### config.mk
export PLATFORM = sky130hd
export DESIGN_NAME = riscv_hwloop_sequencer
export DESIGN_NICKNAME = d
export VERILOG_FILES = /design/src/rtl/riscv_hwloop_sequencer.sv
export SDC_FILE = /design/constraint.sdc
export NUM_CORES = 1
export LEC_CHECK = 0
export CAP_MARGIN = 20
export CORE_MARGIN = 8
export CORE_UTILIZATION = 29
export DETAILED_ROUTE_END_ITERATION = 16
export PLACE_DENSITY = 0.77
export SYNTH_ARGS = -nofsm -noshare
export SYNTH_HDL_FRONTEND = slang
export SYNTH_SLANG_ARGS = --single-unit
### constraint.sdc
create_clock -name clk -period 2.1 [get_ports clk]
set_input_delay 0.21 -clock clk [delete_from_list [all_inputs] [get_ports clk]]
set_output_delay 0.21 -clock clk [all_outputs]
set_load 0.1 [all_outputs]
### src/rtl/riscv_hwloop_sequencer.sv
// Hardware-loop sequencer: detects loop-end retirement, pulses the loop
// counter decrement and holds a jump request to fetch until it is accepted.
module riscv_hwloop_sequencer #(
  parameter int unsigned N_LOOPS = 2
) (
  input  logic                   clk,
  input  logic                   rst,
  input  logic [31:0]            pc_i,
  input  logic                   pc_valid_i,
  input  logic [N_LOOPS*32-1:0]  hwlp_start_addr_i,
  input  logic [N_LOOPS*32-1:0]  hwlp_end_addr_i,
  input  logic [N_LOOPS*32-1:0]  hwlp_counter_i,
  input  logic                   jump_ack_i,
  output logic [N_LOOPS-1:0]     hwlp_dec_cnt_o,
  output logic                   jump_o,
  output logic [31:0]            jump_addr_o,
  output logic                   loop_exit_o,
  output logic                   busy_o
);

  localparam int unsigned ADDR_W = 32;

  typedef enum logic [0:0] {
    IDLE = 1'b0,
    PEND = 1'b1
  } state_e;

  state_e              state_q, state_d;
  logic                jump_q, jump_d;
  logic [ADDR_W-1:0]   jump_addr_q, jump_addr_d;
  logic                loop_exit_q, loop_exit_d;

  logic [N_LOOPS-1:0]  match;
  logic [N_LOOPS-1:0]  sel_oh;
  logic                any_match;
  logic [ADDR_W-1:0]   sel_start;
  logic [ADDR_W-1:0]   sel_cnt;

  // Per-loop end-address hit on a qualified retire of an active loop
  always_comb begin
    match = '0;
    for (int i = 0; i < int'(N_LOOPS); i++) begin
      match[i] = pc_valid_i
               && (pc_i == hwlp_end_addr_i[ADDR_W*i +: ADDR_W])
               && (hwlp_counter_i[ADDR_W*i +: ADDR_W] != '0);
    end
  end

  // Priority select: scan outer to inner so the innermost hit wins
  always_comb begin
    any_match = 1'b0;
    sel_oh    = '0;
    sel_start = '0;
    sel_cnt   = '0;
    for (int i = int'(N_LOOPS) - 1; i >= 0; i--) begin
      if (match[i]) begin
        any_match = 1'b1;
        sel_oh    = '0;
        sel_oh[i] = 1'b1;
        sel_start = hwlp_start_addr_i[ADDR_W*i +: ADDR_W];
        sel_cnt   = hwlp_counter_i[ADDR_W*i +: ADDR_W];
      end
    end
  end

  // State and output registers
  always_ff @(posedge clk) begin
    if (rst) begin
      state_q     <= IDLE;
      jump_q      <= 1'b0;
      jump_addr_q <= '0;
      loop_exit_q <= 1'b0;
    end else begin
      state_q     <= state_d;
      jump_q      <= jump_d;
      jump_addr_q <= jump_addr_d;
      loop_exit_q <= loop_exit_d;
    end
  end

  // Next-state: start a jump on a non-final iteration, pulse exit on the last
  always_comb begin
    state_d     = state_q;
    jump_d      = jump_q;
    jump_addr_d = jump_addr_q;
    loop_exit_d = 1'b0;
    unique case (state_q)
      IDLE: begin
        if (any_match) begin
          if (sel_cnt > ADDR_W'(1)) begin
            jump_d      = 1'b1;
            jump_addr_d = sel_start;
            state_d     = PEND;
          end else begin
            loop_exit_d = 1'b1;
          end
        end
      end
      PEND: begin
        if (jump_ack_i) begin
          jump_d  = 1'b0;
          state_d = IDLE;
        end
      end
      default: begin
        state_d = IDLE;
        jump_d  = 1'b0;
      end
    endcase
  end

  // Outputs: decrement only from IDLE, everything else straight from flops
  always_comb begin
    hwlp_dec_cnt_o = '0;
    if ((state_q == IDLE) && any_match) begin
      hwlp_dec_cnt_o = sel_oh;
    end
    jump_o      = jump_q;
    jump_addr_o = jump_addr_q;
    loop_exit_o = loop_exit_q;
    busy_o      = (state_q == PEND);
  end

endmodule

# After elaboration in Yosys (flattened, before gate mapping)
# Cells that the tools add are included.
# word_totals
input_bits,228
wordCells,40
ff_bits,35
output_inout_bits,37
# op_classes
order_cmp,1
n_reduce_logical,10
n_bitwise,2
n_eq_ne,5
n_mux,18
# op_table
cell,count
$mux 32,4
$eq 32x32->1,2
$reduce_bool 32->1,2
$gt 32x1->1 const B,1
$mux 1,9
$mux 2,3
$ne 2x2->1 const B,3
$reduce_and 3->1,2
$logic_and 1x1->1,5
$pmux 1 s2,2
$reduce_or 3->1,1
$not 1->1,2

# Longest topological paths before layout
# depth
word_depth,9
ltp_mapped,10
ltp_nobuf,7

# Worst setup path before layout
# No wires, ideal clock.
# synth_timing
kind,in2out
from,input hwlp_counter_i[1]
to,output hwlp_dec_cnt_o[1]
stages,7
setup_slack_ps,-2811
t_arrival_ps,4701
required_ps,1890
path_buffers,2
cell_sequence,nor4_1 > nand4_1 > or4_1 > clkbuf_1 > nand4_2 > buf_2 > nor4b_1
# synth_between
elab_chain_cells,5
elab_cells_between_ends,6
cone_classes,mux (3); reduce/logical (3)
# synth_lines
element,line,text
from (decl),12,"input logic [N_LOOPS*32-1:0] hwlp_counter_i,"
$reduce_bool 32->1 (*),45,&& (hwlp_counter_i[ADDR_W*i +: ADDR_W] != '0);
$logic_and 1x1->1 (*),45,
$mux 1,56,if (match[i]) begin
$logic_and 1x1->1,115,if ((state_q == IDLE) && any_match) begin
$mux 2 (*),115,
to (decl),14,"output logic [N_LOOPS-1:0] hwlp_dec_cnt_o,"
# Mark *: on every way between the ends. The rest lies on a longest branch, timed or not.

# Worst setup path after layout
# layout_timing
from,input hwlp_end_addr_i[31]
to,register jump_addr_q[22] (netlist: jump_addr_o[22])
# layout_between
elab_chain_cells,6
elab_cells_between_ends,8
cone_classes,order compare (1); eq/ne (1); mux (3); reduce/logical (3)
# layout_lines
element,line,text
from (decl),11,"input logic [N_LOOPS*32-1:0] hwlp_end_addr_i,"
$eq 32x32->1 (*),44,&& (pc_i == hwlp_end_addr_i[ADDR_W*i +: ADDR_W])
$logic_and 1x1->1 (*),44,
$logic_and 1x1->1 (*),45,
$mux 32,56,
$gt 32x1->1,90,if (sel_cnt > ADDR_W'(1)) begin
$reduce_and 3->1 (no line),--,
to (signal assigned),76,jump_addr_q <= jump_addr_d;
to (decl),30,"logic [ADDR_W-1:0] jump_addr_q, jump_addr_d;"
# Marks and branches as above.
# A chain may end at the register's enable or synchronous reset.

==> impl_metrics.tcl <==
set metrics [dict create \
    slew_viol_final 0 \
    avgRoutedWirePerCell_um 22.12 \
    synth_nets 586 \
    synth_area_leader_cell "dfxtp_1" \
    async_reset_ff_share_pct 0 \
    clk_pin_slew_ns 0.08 \
    die_area_um2 14190 \
    cp-startpoint "hwlp_end_addr_i[31]" \
    rows 37 \
    worstSetupEndpointType "flop" \
    seqPwrFrac_pct 36.2 \
    htree_levels 2 \
    grt_pass1_vias 4705 \
    hpwl_um 13380 \
    layout.nets 884 \
    syn_inst 358 \
    r2r_cells 3 \
    syn_to_final_growth_pct 114.8 \
    synthFlopType "dfxtp_1" \
    hold_class "reg -> reg" \
    crit_required_ns 2.30 \
    rsz0062_at_grt "yes" \
    cts-root-buf "clkbuf_8" \
    top_layer "met5" \
    status "finished, violations left" \
    fmax_mhz 460.6 \
    switching_share_pct 27.44 \
    grt_pass1_wl_um 24780 \
    ios 265 \
    grt_usage_pct 22.04 \
    synth_edf_count 0 \
    arrival_ns 2.38 \
    grt_max_degree 34 \
    core_area_um2 10320 \
    power.switching_w 0.0005024 \
    ant_nets 0 \
    met1Wirelength_um 5904 \
    yosys.cell_types.count 35 \
    tritoncts "done" \
    synth_warnings 0 \
    p_int_w 0.001329 \
    drv_cap 0 \
    ys_seq_elements 35 \
    yosysSeqAreaShare_pct 22.72 \
    post-route-drc-count 0 \
    p_leak_nw 2.819 \
    p_clk_share_pct 26.9 \
    cts_sinks 35 \
    initial_core_util_pct 29.88 \
    max-slew-margin-rel_pct 72.58 \
    peakVddDrop_mv 0.1834 \
    synth_area_um2 3084 \
    crit_path_end "jump_addr_o[22]" \
    critPathLaunchType "input pin" \
    tns_ns -0.3248 \
    worst_slew_pin_slew_ns 0.4107 \
    slowest_stage "or3_4" \
    reg2reg_to "jump_addr_o[22]" \
    cts_buffers 5 \
    drtPass1Iterations 5 \
    routed_wl_um 17650 \
    fin_crit_sh_pct 103.4 \
    hold_viol 0 \
    yosys-top-cells-count "xnor2_1, dfxtp_1, inv_1" \
    grt_overflow 0 \
    drtIter0Drc 247 \
    fin_skew_ns 0.006069 \
    insertion_delay_ns 0.29 \
    fill_cells 927 \
    min_period_ns 2.171 \
    p_total_w 0.001831 \
    violations "negative setup slack" \
    power-per-cell-area_nw_per_um2 276.4 \
    yosysMostFrequentCell "xnor2_1" \
    rr_startpoint "busy_o" \
    crit_fanout 7 \
    vias 4215 \
    max_stage_delay_ns 0.48 \
    antenna_found_initial 6 \
    portBuffers 264 \
    setup_viol 17 \
    clock_path_buffers 2 \
    timing.final.ws_setup_ns -0.07096 \
    die_h_um 119.1 \
    vias_per_cell 5.282 \
    regArea_um2 700.7 \
    wl_met2_um 9522 \
    drive_above_1_share_pct 39.12 \
    place_ws_ns -0.7100 \
    met3_length_um 1639 \
    die_w_um 119.1 \
    globalplace.congestion 0.8990 \
    yosysTopAreaCellShare_pct 22.72 \
    crit_chain "clkdlybuf4s15_1 > xnor2_1 > nand4_1 > nor4_2 > buf_4 > nand4_4 > o21a_1 > or3_4 > buf_12 > a211oi_2" \
    multi_input_area_um2 2529 \
    syn_avg_cell_area_um2 8.615 \
    rrSetupSlack_ns 0.69 \
    critPathKind "in -> reg" \
    synth_top_cells_by_area "dfxtp_1, xnor2_1, a41o_1, o31a_1, a21oi_2" \
    pwr-share-comb_pct 36.9 \
]
[sequential cells by signal, indices dropped and copies added, names as in the netlist]
name / flops
jump_addr_o: 32
busy_o: 1
loop_exit_o: 1
jump_o: 1
[power groups by stage]
stage	clock network (W)	registers (W)	logic, W
after global placement	0	0.000679	0.000684
after floorplan	0	0.000679	0.000167
after global routing	0.000542	0.000663	0.000716
final	0.000493	0.000663	0.000675
after detailed placement	0	0.000679	0.000693
after CTS	0.000508	0.000663	0.000646
[worst min path at each step]
stage | startpoint | to | depth (start not counted)
detailed placement | jump_addr_o[23] | jump_addr_o[23] | 2
global route | jump_addr_o[17] | jump_addr_o[17] | 2
CTS | jump_addr_o[23] | jump_addr_o[23] | 2
global placement | jump_addr_o[23] | jump_addr_o[23] | 2
floorplan | rst | jump_addr_o[22] | 1
finish | jump_addr_o[1] | jump_addr_o[1] | 2
[cells by family (layout without fill, tap and decap cells)]
logic type / count (synthesis) / after routing / share of synthesized area (%)
XOR/XNOR: 64 / 64 / 18.17
other: 0 / 5 / 0
buffers and inverters: 68 / 367 / 9.493
flip-flops: 35 / 35 / 22.72
AND/OR/NAND/NOR: 59 / 59 / 11.97
AO/OA/AOI/OAI: 132 / 132 / 37.65
[worst max-delay path, delay by kind of cell]
family	cells	cell delay (ns)
XOR/XNOR	1	0.22
buffers and inverters	3	0.55
AND/OR/NAND/NOR	4	1.08
AO/OA/AOI/OAI	2	0.32
[cell usage in the layout, fill, tap and decap left out, types with 12 or more instances in the layout]
cell type	n
nor4_2	12
o31ai_1	13
nand4_1	17
clkdlybuf4s50_1	97
buf_4	77
xnor2_2	14
dlygate4sd2_1	29
buf_6	13
xnor2_1	43
dfxtp_1	35
inv_1	34
o31a_1	31
clkdlybuf4s15_1	36
clkbuf_2	30
a41o_1	32
a21oi_2	28
buf_2	20
o31ai_2	17
[through the flow]
stage | instances | util [%] | cell area, µm² | hold slack [ns]
after CTS | 782 | 61.20 | 6319 | 0.4552
final | 798 | 64.19 | 6626 | 0.4555
after detailed placement | 763 | 58.30 | 6018 | 0.4438
after floorplan | 358 | - | 3115 | 0.2746
after global placement | 763 | 58.30 | 6018 | 0.4357
after global routing | 798 | 64.19 | 6626 | 0.4728
[metal layers]
metal | GRT usage (%) | up-vias
met1 | 20.44 | 1981
met4 | 9.407 | 2
met5 | 0 | -
li1 | - | 1972
met2 | 42.64 | 221
met3 | 7.605 | 39
[repair_timing]
item | CTS | global route
gates resized for setup | 271 | 121
hold buffers | 0 | 0
setup buffers | 10 | 6
endpoints found under the hold margin | 0 | 0
setup endpoints to repair | 37 | 37
pin swaps | 84 | 97
cloned | 2 | 5
[layout make-up]
type                            instances  area share (%)
Timing Repair Buffer                  325           45.30
Sequential cell                        35           10.57
Clock buffer                            6           1.095
Multi-Input combinational cell        255           38.16
Inverter                               34           1.926
Tap cell                              136           2.568
Clock inverter                          2          0.1888
Antenna cell                            5          0.1888
(Power assumes the default switching activity.)
